--- src/rtl/stack_datapath.sv ---
// LIFO datapath that saves and restores call frames for a small controller.
// Popped words are captured in three registered result outputs. Error flags stay set until cleared.
module stack_datapath #(
  parameter int WIDTH = 16,
  parameter int DEPTH = 16,
  parameter int AW    = 4
) (
  input  logic             clk,
  input  logic             rst,
  input  logic             push,
  input  logic             pop,
  input  logic [1:0]       pushSrc,
  input  logic [WIDTH-1:0] flagIn,
  input  logic [WIDTH-1:0] nIn,
  input  logic [WIDTH-1:0] retIn,
  input  logic             enF,
  input  logic             enN,
  input  logic             enRes,
  input  logic             clrErr,
  output logic [WIDTH-1:0] flagOut,
  output logic [WIDTH-1:0] nOut,
  output logic [WIDTH-1:0] resOut,
  output logic [AW:0]      count,
  output logic             empty,
  output logic             full,
  output logic             overflow,
  output logic             underflow,
  output logic             protoErr
);

  logic [WIDTH-1:0] mem [DEPTH];
  logic [AW:0]      countReg;
  logic [WIDTH-1:0] pushWord;
  logic [WIDTH-1:0] topWord;
  logic [AW-1:0]    topAddr;
  logic             isEmpty;
  logic             isFull;
  logic             doPush;
  logic             doPop;
  logic [2:0]       outEn;
  logic [2:0]       errSet;

  always_comb begin
    pushWord = '0;
    case (pushSrc)
      2'd0:    pushWord = flagIn;
      2'd1:    pushWord = nIn;
      2'd2:    pushWord = retIn;
      default: pushWord = '0;
    endcase
  end

  assign isEmpty = (countReg == '0);
  assign isFull  = (countReg == (AW+1)'(DEPTH));
  assign doPush  = push & ~pop & ~isFull;
  assign doPop   = pop & ~push & ~isEmpty;
  assign topAddr = countReg[AW-1:0] - AW'(1);
  assign topWord = mem[topAddr];

  // Memory is never reset; stale words are unreachable once count is zero.
  always_ff @(posedge clk) begin
    if (!rst && doPush) begin
      mem[countReg[AW-1:0]] <= pushWord;
    end
  end

  always_ff @(posedge clk) begin
    if (rst) begin
      countReg <= '0;
    end else if (doPush) begin
      countReg <= countReg + (AW+1)'(1);
    end else if (doPop) begin
      countReg <= countReg - (AW+1)'(1);
    end
  end

  // Result registers: index 0 = flag, 1 = N, 2 = result.
  assign outEn = {enRes, enN, enF};

  for (genvar gi = 0; gi < 3; gi++) begin : gOut
    logic [WIDTH-1:0] dataReg;
    always_ff @(posedge clk) begin
      if (rst) begin
        dataReg <= '0;
      end else if (doPop && outEn[gi]) begin
        dataReg <= topWord;
      end
    end
  end

  // Sticky errors: 0 = overflow, 1 = underflow, 2 = protocol. A new error beats clrErr.
  assign errSet = {push & pop, pop & ~push & isEmpty, push & ~pop & isFull};

  for (genvar gi = 0; gi < 3; gi++) begin : gErr
    logic flagReg;
    always_ff @(posedge clk) begin
      if (rst) begin
        flagReg <= 1'b0;
      end else if (errSet[gi]) begin
        flagReg <= 1'b1;
      end else if (clrErr) begin
        flagReg <= 1'b0;
      end
    end
  end

  assign flagOut   = gOut[0].dataReg;
  assign nOut      = gOut[1].dataReg;
  assign resOut    = gOut[2].dataReg;
  assign count     = countReg;
  assign empty     = isEmpty;
  assign full      = isFull;
  assign overflow  = gErr[0].flagReg;
  assign underflow = gErr[1].flagReg;
  assign protoErr  = gErr[2].flagReg;

endmodule
--- config.mk ---
export PLATFORM = sky130hd
export DESIGN_NAME = stack_datapath
export DESIGN_NICKNAME = d
export VERILOG_FILES = /design/src/rtl/stack_datapath.sv
export SDC_FILE = /design/constraint.sdc
export NUM_CORES = 1
export LEC_CHECK = 0
export CAP_MARGIN = 10
export CORE_MARGIN = 2
export CORE_UTILIZATION = 50
export DETAILED_ROUTE_END_ITERATION = 8
export PLACE_DENSITY_LB_ADDON = 0.08
export REMOVE_ABC_BUFFERS = 1
export SYNTH_ARGS = -nofsm -noshare
export SYNTH_HDL_FRONTEND = slang
export SYNTH_SLANG_ARGS = --single-unit
--- constraint.sdc ---
create_clock -name clk -period 9.6 [get_ports clk]
set_input_delay 1.44 -clock clk [delete_from_list [all_inputs] [get_ports clk]]
set_output_delay 1.44 -clock clk [all_outputs]
set_load 0.005 [all_outputs]
==> results of run 1 <==
[layout make-up]
cell class / count / area [um^2] / area share [%]
sequential: 312 / 8810 / 57.3
multi-input combinational: 513 / 3710 / 24.1
timing repair buffer: 148 / 1400 / 9.10
clock buffer: 50 / 952 / 6.19
tap: 330 / 413 / 2.68
clock inverter: 11 / 92.6 / 0.602
inverter: 2 / 7.51 / 0.0488
[logic make-up (layout without fill, tap and decap cells)]
logic type,after synthesis,count (layout),share of synthesized area (%)
multiplexers,147,147,11.6
AO/OA/AOI/OAI,75,75,4.48
AND/OR/NAND/NOR,274,274,10.9
XOR/XNOR,8,8,0.611
adder cells (fa/ha/maj),9,9,0.946
flip-flops,312,312,69.4
buffers and inverters,59,211,2.07
[critical path, stage by stage (launching register included)]
cell	delay, ns
dfxtp_2	0.32
inv_2	0.04
buf_4	0.59
ha_4	0.27
nor4b_4	0.29
clkdlybuf4s50_1	0.56
[registers in the layout (all words and copies together) (netlist names)]
signal	flops
count	5
flagOut	16
mem	256
nOut	16
overflow	1
protoErr	1
resOut	16
underflow	1
[stage by stage]
stage | power (uW) | setup slack, ns | hold slack (ns)
after global placement | 3220 | 5.27 | 0.445
after floorplan | 2760 | 1.68 | 0.455
after CTS | 4440 | 5.52 | 0.462
after detailed placement | 3220 | 5.25 | 0.446
after global routing | 4610 | 5.39 | 0.480
final | 4410 | 5.54 | 0.461
[layer usage]
layer | track usage [%] | up-vias | wire, um
li1 | - | 3696 | -
met1 | 30.5 | 3889 | 13000
met2 | 36.6 | 242 | 14000
met3 | 4.27 | 56 | 1580
met4 | 7.88 | 0 | 790
met5 | 0 | - | 0
[cell usage after synthesis (4+ instances only)]
cell type	n
nor2_1	18
xnor2_1	6
dfxtp_1	56
mux2i_1	147
a21oi_1	8
nor3_1	4
nand4_1	32
nand3_1	131
clkbuf_1	28
edfxtp_1	256
nand2_1	71
buf_2	24
o21ai_0	16
nand2b_1	5
o221ai_1	47
ha_1	8
[path summary, 6_finish.rpt]
| path | start | endpoint | depth (start not counted) |
|---|---|---|---|
| max | count[0] | empty | 5 |
| min | nOut[2] | nOut[2] | 2 |
| max reg2reg | count[0] | mem[11][8] | 8 |
| min reg2reg | nOut[2] | nOut[2] | 2 |
[report_power, final]
part | internal (uW) | switching [uW]
clock | 717 | 494
combinational | 599 | 974
sequential | 1560 | 61.7
==> results.toml, run 1 <==
[status]
status = "finished, final reports clean"

[routing]
num_vias = 7883
drt-initial-drc-count = 564
drc = 0
ant_nets = 0
viasPerCell = 5.77
routed_wirelength_um = 29400
first_pass_iters = 5
wire_per_inst_um = 21.5

[clock_network]
cts_buffers = 34
cts_setup_buffers = 0
cts_root_buffer = "clkbuf_16"
clk_pin_slew_ns = 0.06
cts_max_path_buffers = 3
post_cts_resized = 0
hold_buffers = 0
cts_max_level = 2
cts.sinks = 312
clock_latency_ns = 0.50
cts_tree = "done"

[die]
die-area_mm2 = 0.0267
start_util_pct = 50.7
die_h_um = 163
die-width_um = 163
rows = 58
io_pins = 116
design.core.area_mm2 = 0.0250

[critical_path]
cp-end-kind = "output port"
crit_path_start_kind = "flip-flop"
ff2ff_setup_slack_ns = 5.93
arrival_ns = 2.62
worstPathMaxFanout = 67
critPathKind = "reg2out"
required_ns = 8.16

[pwr]
cellLeakagePower_uw = 0.00522
power_density_mw_per_mm2 = 286
ir_drop_mv = 0.252

[placed_design]
placed_area_mm2 = 0.0143
globalplace.congestion = 0.750
dp.cells = 1304
place_hpwl_um = 18200
numPortBuffers = 115

[finish]
drive_above_1_share_pct = 10.3
nets = 1078
final_core_util_pct = 61.4
final_common_cell = "edfxtp_1"
antenna_cells = 0
final_cell_mix = "256 x edfxtp_1, 147 x mux2i_1, 131 x nand3_1"
postLayoutCellArea_mm2 = 0.0154
fill_cells = 1971
stdcell_count = 1366
syn2layout_area_growth_pct = 21.1

[sta]
setup_viol = 0
max_freq_ghz = 0.246
drv_slew = 0
period_share_pct = 42.3
setup-tns-final_ns = 0
rsz0062_at_grt = "no"
timing.slew.headroom_pct = 27.9
worst_pin_slew_ns = 1.08
hold_viol_final = 0
fin_skew_ns = 0.0117
min_period_ns = 4.06

[worst_hold_path]
hold_class = "reg2reg"

[global_route]
grt_pass1_vias = 7773
antenna_found_initial = 0
grt_max_degree = 72
grt.total_usage_pct = 22.5
overflow = 0
grt_pass1_wl_um = 44600

[logic_synthesis]
synthFlopType = "edfxtp_1"
yosys_warnings = 0
synth-seq-cells = 312
synth_area_mm2 = 0.0127
synth-edff-count = 256
ys_types = 36
synth_top_area_share_pct = 60.5
synth_top_area_cell = "edfxtp_1"
synth_async_sr_flop_share_pct = 0
avgSynthCellArea_um2 = 14.4
netlist_top_cells_area = "edfxtp_1 61%, mux2i_1 12%, dfxtp_1 8.8%"
syn_inst = 884
yosysSeqAreaShare_pct = 69.4

[run]
maxCapViolations = 0
(Power assumes the default switching activity.)
==> inputs of run 2 (changes only) <==
clock period = 4 ns   (was 9.6 ns; I/O delays follow)
==> run 2 against run 1 <==
Clock power up 140%. Final area up 1.3%. Count of clock-buffer cells in the layout down 3. Via count up 1.7%. Worst setup slack worse by 4.7 ns. Critical path depth up 3. Total power up 140%. Core utilization up 0.80 points. Combinational power rose to 2.5 times the previous value. Sequential power up 140%. Highest routed layer unchanged.
==> results.toml, run 2 (synthesis results as in run 1) <==
[status]
status = "finished, final reports clean"

[clock_network]
hold_buffers = 0
clock_latency_ns = 0.55
post_cts_resized = 0
cts_buffers = 31
cts_max_level = 1
cts_root_buffer = "clkbuf_16"
cts_max_path_buffers = 3
clk_pin_slew_ns = 0.06
cts.sinks = 312
cts_tree = "done"
cts_setup_buffers = 0

[routing]
drc = 0
first_pass_iters = 5
viasPerCell = 5.79
ant_nets = 0
routed_wirelength_um = 30000
drt-initial-drc-count = 722
wire_per_inst_um = 21.6
num_vias = 8020

[critical_path]
worstRegToRegCells = 8
required_ns = 4.24
worstPathMaxFanout = 9
crit_path_start_kind = "flip-flop"
cp-end-kind = "flip-flop"
critPathKind = "reg2reg"
arrival_ns = 3.42

[global_route]
grt_pass1_wl_um = 45300
grt_max_degree = 72
overflow = 0
grt.total_usage_pct = 22.6
grt_pass1_vias = 7794
antenna_found_initial = 0

[finish]
antenna_cells = 0
final_common_cell = "edfxtp_1"
drive_above_1_share_pct = 12.5
syn2layout_area_growth_pct = 22.7
nets = 1098
largest_reg_flops = 256
final_cell_mix = "256 x edfxtp_1, 147 x mux2i_1, 131 x nand3_1"
stdcell_count = 1385

[sta]
setup_viol = 0
min_period_ns = 3.17
fin_skew_ns = 0.0108
max_freq_ghz = 0.315
drv_slew = 0
timing.slew.headroom_pct = 30.8
worst_pin_slew_ns = 1.04
hold_viol_final = 0
whs_ns = 0.461
rsz0062_at_grt = "no"
period_share_pct = 79.3

[run]
maxCapViolations = 0

[pwr]
ir_drop_mv = 0.421
power_density_mw_per_mm2 = 686
cellLeakagePower_uw = 0.00535

[die]
die_h_um = 163
start_util_pct = 50.7
rows = 58
die-area_mm2 = 0.0267
design.core.area_mm2 = 0.0250
die-width_um = 163
io_pins = 116

[worst_hold_path]
hold_class = "reg2reg"
hold_path_depth = 2

[placed_design]
globalplace.congestion = 0.789
dp.cells = 1328
place_hpwl_um = 19100
numPortBuffers = 115
-- run 2: changes by cell type in the layout (fill, tap and decap cells not counted), sizes merged --
cell and change:
buf +23, clkbuf -3, bufinv +2, clkinv -2
inv -1
-- run 2: per-stage QoR --
step	cell area [um^2]	TNS [ns]	util (%)	setup slack, ns	total power, uW
4_1_cts	15600	0	62.2	0.854	10700
5_1_grt	15600	0	62.2	0.582	11200
3_3_place_gp	14600	0	58.1	0.846	7850
6_report	15600	0	62.2	0.827	10700
3_5_place_dp	14600	0	58.1	0.808	7870
2_1_floorplan	12400	-548.70	-	-3.92	6270
-- run 2: final cells by class --
type                            instances  area (um^2)
Sequential cell                       312         8810
Multi-Input combinational cell        513         3710
Inverter                                2         7.51
Clock buffer                           47          896
Clock inverter                         10          126
Tap cell                              330          413
Timing Repair Buffer                  171         1620
Fill cell                            1905         9460
-- run 2: power breakdown --
part           internal (uW)  leakage, uW  switching [uW]  total [uW]
registers               3740      0.00278            97.7        3840
logic                   1540      0.00207            2420        3970
clock network           1730     0.000501            1150        2880
-- run 2: final timing paths --
path,start,to,slack [ns]
max,count[1],mem[11][9],0.83
max reg2reg,count[1],mem[11][9],0.83
min reg2reg,nOut[5],nOut[5],0.46
min,nOut[5],nOut[5],0.46
-- run 2: per-layer routing --
layer	part of all wire, %	routed length [um]	vias up	global-route usage [%]
met5	0	0	-	0
met4	2.4	731	0	6.76
met3	6.3	1880	56	3.07
met2	46	13600	278	35.5
met1	46	13700	3961	33.0
li1	-	-	3725	-
-- run 2: critical path: stages (launching register included) --
cell and delay, ns:
dfxtp_1 0.51, inv_1 0.17, ha_4 0.21, and4bb_2 0.24, or3b_1 0.49, nor2_1 0.31, nand2_1 0.23, nor2_2 0.45
buf_4 0.27
==> inputs of run 3 (changes only) <==
clock period = 2.86 ns   (was 4 ns; I/O delays follow)
==> run 3 against run 2 <==
Count of clock-buffer cells in the layout did not move. Global-route usage increased by 3.5 points. Non-clock buffer count is 10 higher. Clock power up 45%. Register-to-register slack got worse by 0.60 ns. Final area is 2.1% higher. Critical path type unchanged. Routed wire length increased by 14%. Worst setup slack worse by 0.60 ns. Die area unchanged. Largest power group unchanged. Largest cell class unchanged.
==> results.toml, run 3 (synthesis results as in run 1) <==
[clock_network]
cts.sinks = 312
post_cts_resized = 0
cts_tree = "done"
clock_latency_ns = 0.50
cts_root_buffer = "clkbuf_16"
clk_pin_slew_ns = 0.06
cts_max_path_buffers = 3
cts_setup_buffers = 0
hold_buffers = 0
cts_max_level = 2
cts_buffers = 34

[routing]
viasPerCell = 5.93
drc = 0
first_pass_iters = 5
wire_per_inst_um = 24.5
drt-initial-drc-count = 893
routed_wirelength_um = 34200
ant_nets = 0
num_vias = 8294

[finish]
fill_cells = 1912
drive_above_1_share_pct = 13.4
final_common_cell = "edfxtp_1"
nets = 1111
seq_area_mm2 = 0.00881
multi_input_area_mm2 = 0.00371
postLayoutCellArea_mm2 = 0.0159
final_core_util_pct = 63.6
largest_reg_flops = 256
final_cell_mix = "256 x edfxtp_1, 147 x mux2i_1, 131 x nand3_1"
syn2layout_area_growth_pct = 25.3
antenna_cells = 0

[die]
die-width_um = 163
io_pins = 116
start_util_pct = 50.7
design.core.area_mm2 = 0.0250
rows = 58
die-area_mm2 = 0.0267
die_h_um = 163

[run]
maxCapViolations = 0

[critical_path]
required_ns = 3.07
r2r_start = "count[1]"
crit_path_start_kind = "flip-flop"
ff2ff_setup_slack_ns = 0.22
r2r_end = "mem[2][8]"
arrival_ns = 2.85
worstRegToRegCells = 10
worstPathMaxFanout = 16
critPathKind = "reg2reg"
cp-end-kind = "flip-flop"

[sta]
finalWorstSetupSlack_ns = 0.222
setup-tns-final_ns = 0
hold_viol_final = 0
worst_pin_slew_ns = 0.873
setup_viol = 0
fin_skew_ns = 0.00672
max_freq_ghz = 0.379
timing.slew.headroom_pct = 41.8
drv_slew = 0
rsz0062_at_grt = "no"
min_period_ns = 2.64
period_share_pct = 92.2
whs_ns = 0.459

[pwr]
ir_drop_mv = 0.922
power_density_mw_per_mm2 = 976
cellLeakagePower_uw = 0.00548

[worst_hold_path]
min_from = "nOut[11]"
hold_class = "reg2reg"
hold_end = "nOut[11]"
hold_path_depth = 2

[status]
status = "finished, final reports clean"

[global_route]
grt_max_degree = 72
grt.total_usage_pct = 26.0
overflow = 0
grt_pass1_vias = 7880
grt_pass1_wl_um = 50100
antenna_found_initial = 1

[placed_design]
place_hpwl_um = 22300
globalplace.congestion = 0.838
numPortBuffers = 115
placed_area_mm2 = 0.0148
place_ws_ns = 0.187
## run 3: changes by cell type in the layout (fill, tap and decap cells not counted), sizes merged
cell / before / now
bufinv: 3 / 1
clkinvlp: 1 / 0
clkinv: 6 / 13
buf: 56 / 66
## run 3: worst max-delay path by stage
stage | startpoint | end | slack (ns) | cells after the start
5_1_grt | count[1] | mem[3][11] | 0.14 | 10
2_1_floorplan | count[0] | nOut[6] | -5.06 | 6
6_report | count[1] | mem[2][8] | 0.22 | 10
3_3_place_gp | push | mem[2][3] | 0.20 | 8
3_5_place_dp | push | mem[2][3] | 0.19 | 8
4_1_cts | count[1] | mem[2][15] | 0.23 | 10
## run 3: area by class of cell
type | count | share of cell area (%)
flip-flops and latches | 312 | 55.4
multi-input cells | 513 | 23.3
repair buffers | 181 | 12.0
clock buffers | 47 | 6.12
well taps | 330 | 2.59
clock inverters | 14 | 0.582
inverters | 2 | 0.0472
## run 3: metrics by stage
stage	total power [uW]	instances
after floorplan	8340	827
after global placement	11400	1338
after detailed placement	11400	1338
after CTS	15600	1399
after global routing	16200	1399
final	15500	1399
## run 3: power by group
part	leakage [uW]	switching [uW]	internal [uW]
combinational	0.00217	3750	2240
clock	0.000527	1710	2470
sequential	0.00278	130	5230
total	0.00548	5590	9950
## run 3: worst max-delay path, stage by stage, from the launching register on
cell and delay [ns]:
dfxtp_1 0.32, inv_1 0.10, ha_4 0.19, and4bb_2 0.24, or3b_1 0.41, buf_4 0.18
nor2_1 0.12, buf_4 0.16, nand2_1 0.19, nor3_2 0.24, buf_12 0.19
## run 3: layer usage
layer | global-route usage, % | vias to the layer above | share of wire [%]
li1 | - | 3749 | -
met1 | 39.9 | 4051 | 44
met2 | 37.3 | 436 | 43
met3 | 5.66 | 58 | 10
met4 | 7.56 | 0 | 2.7
met5 | 0 | - | 0
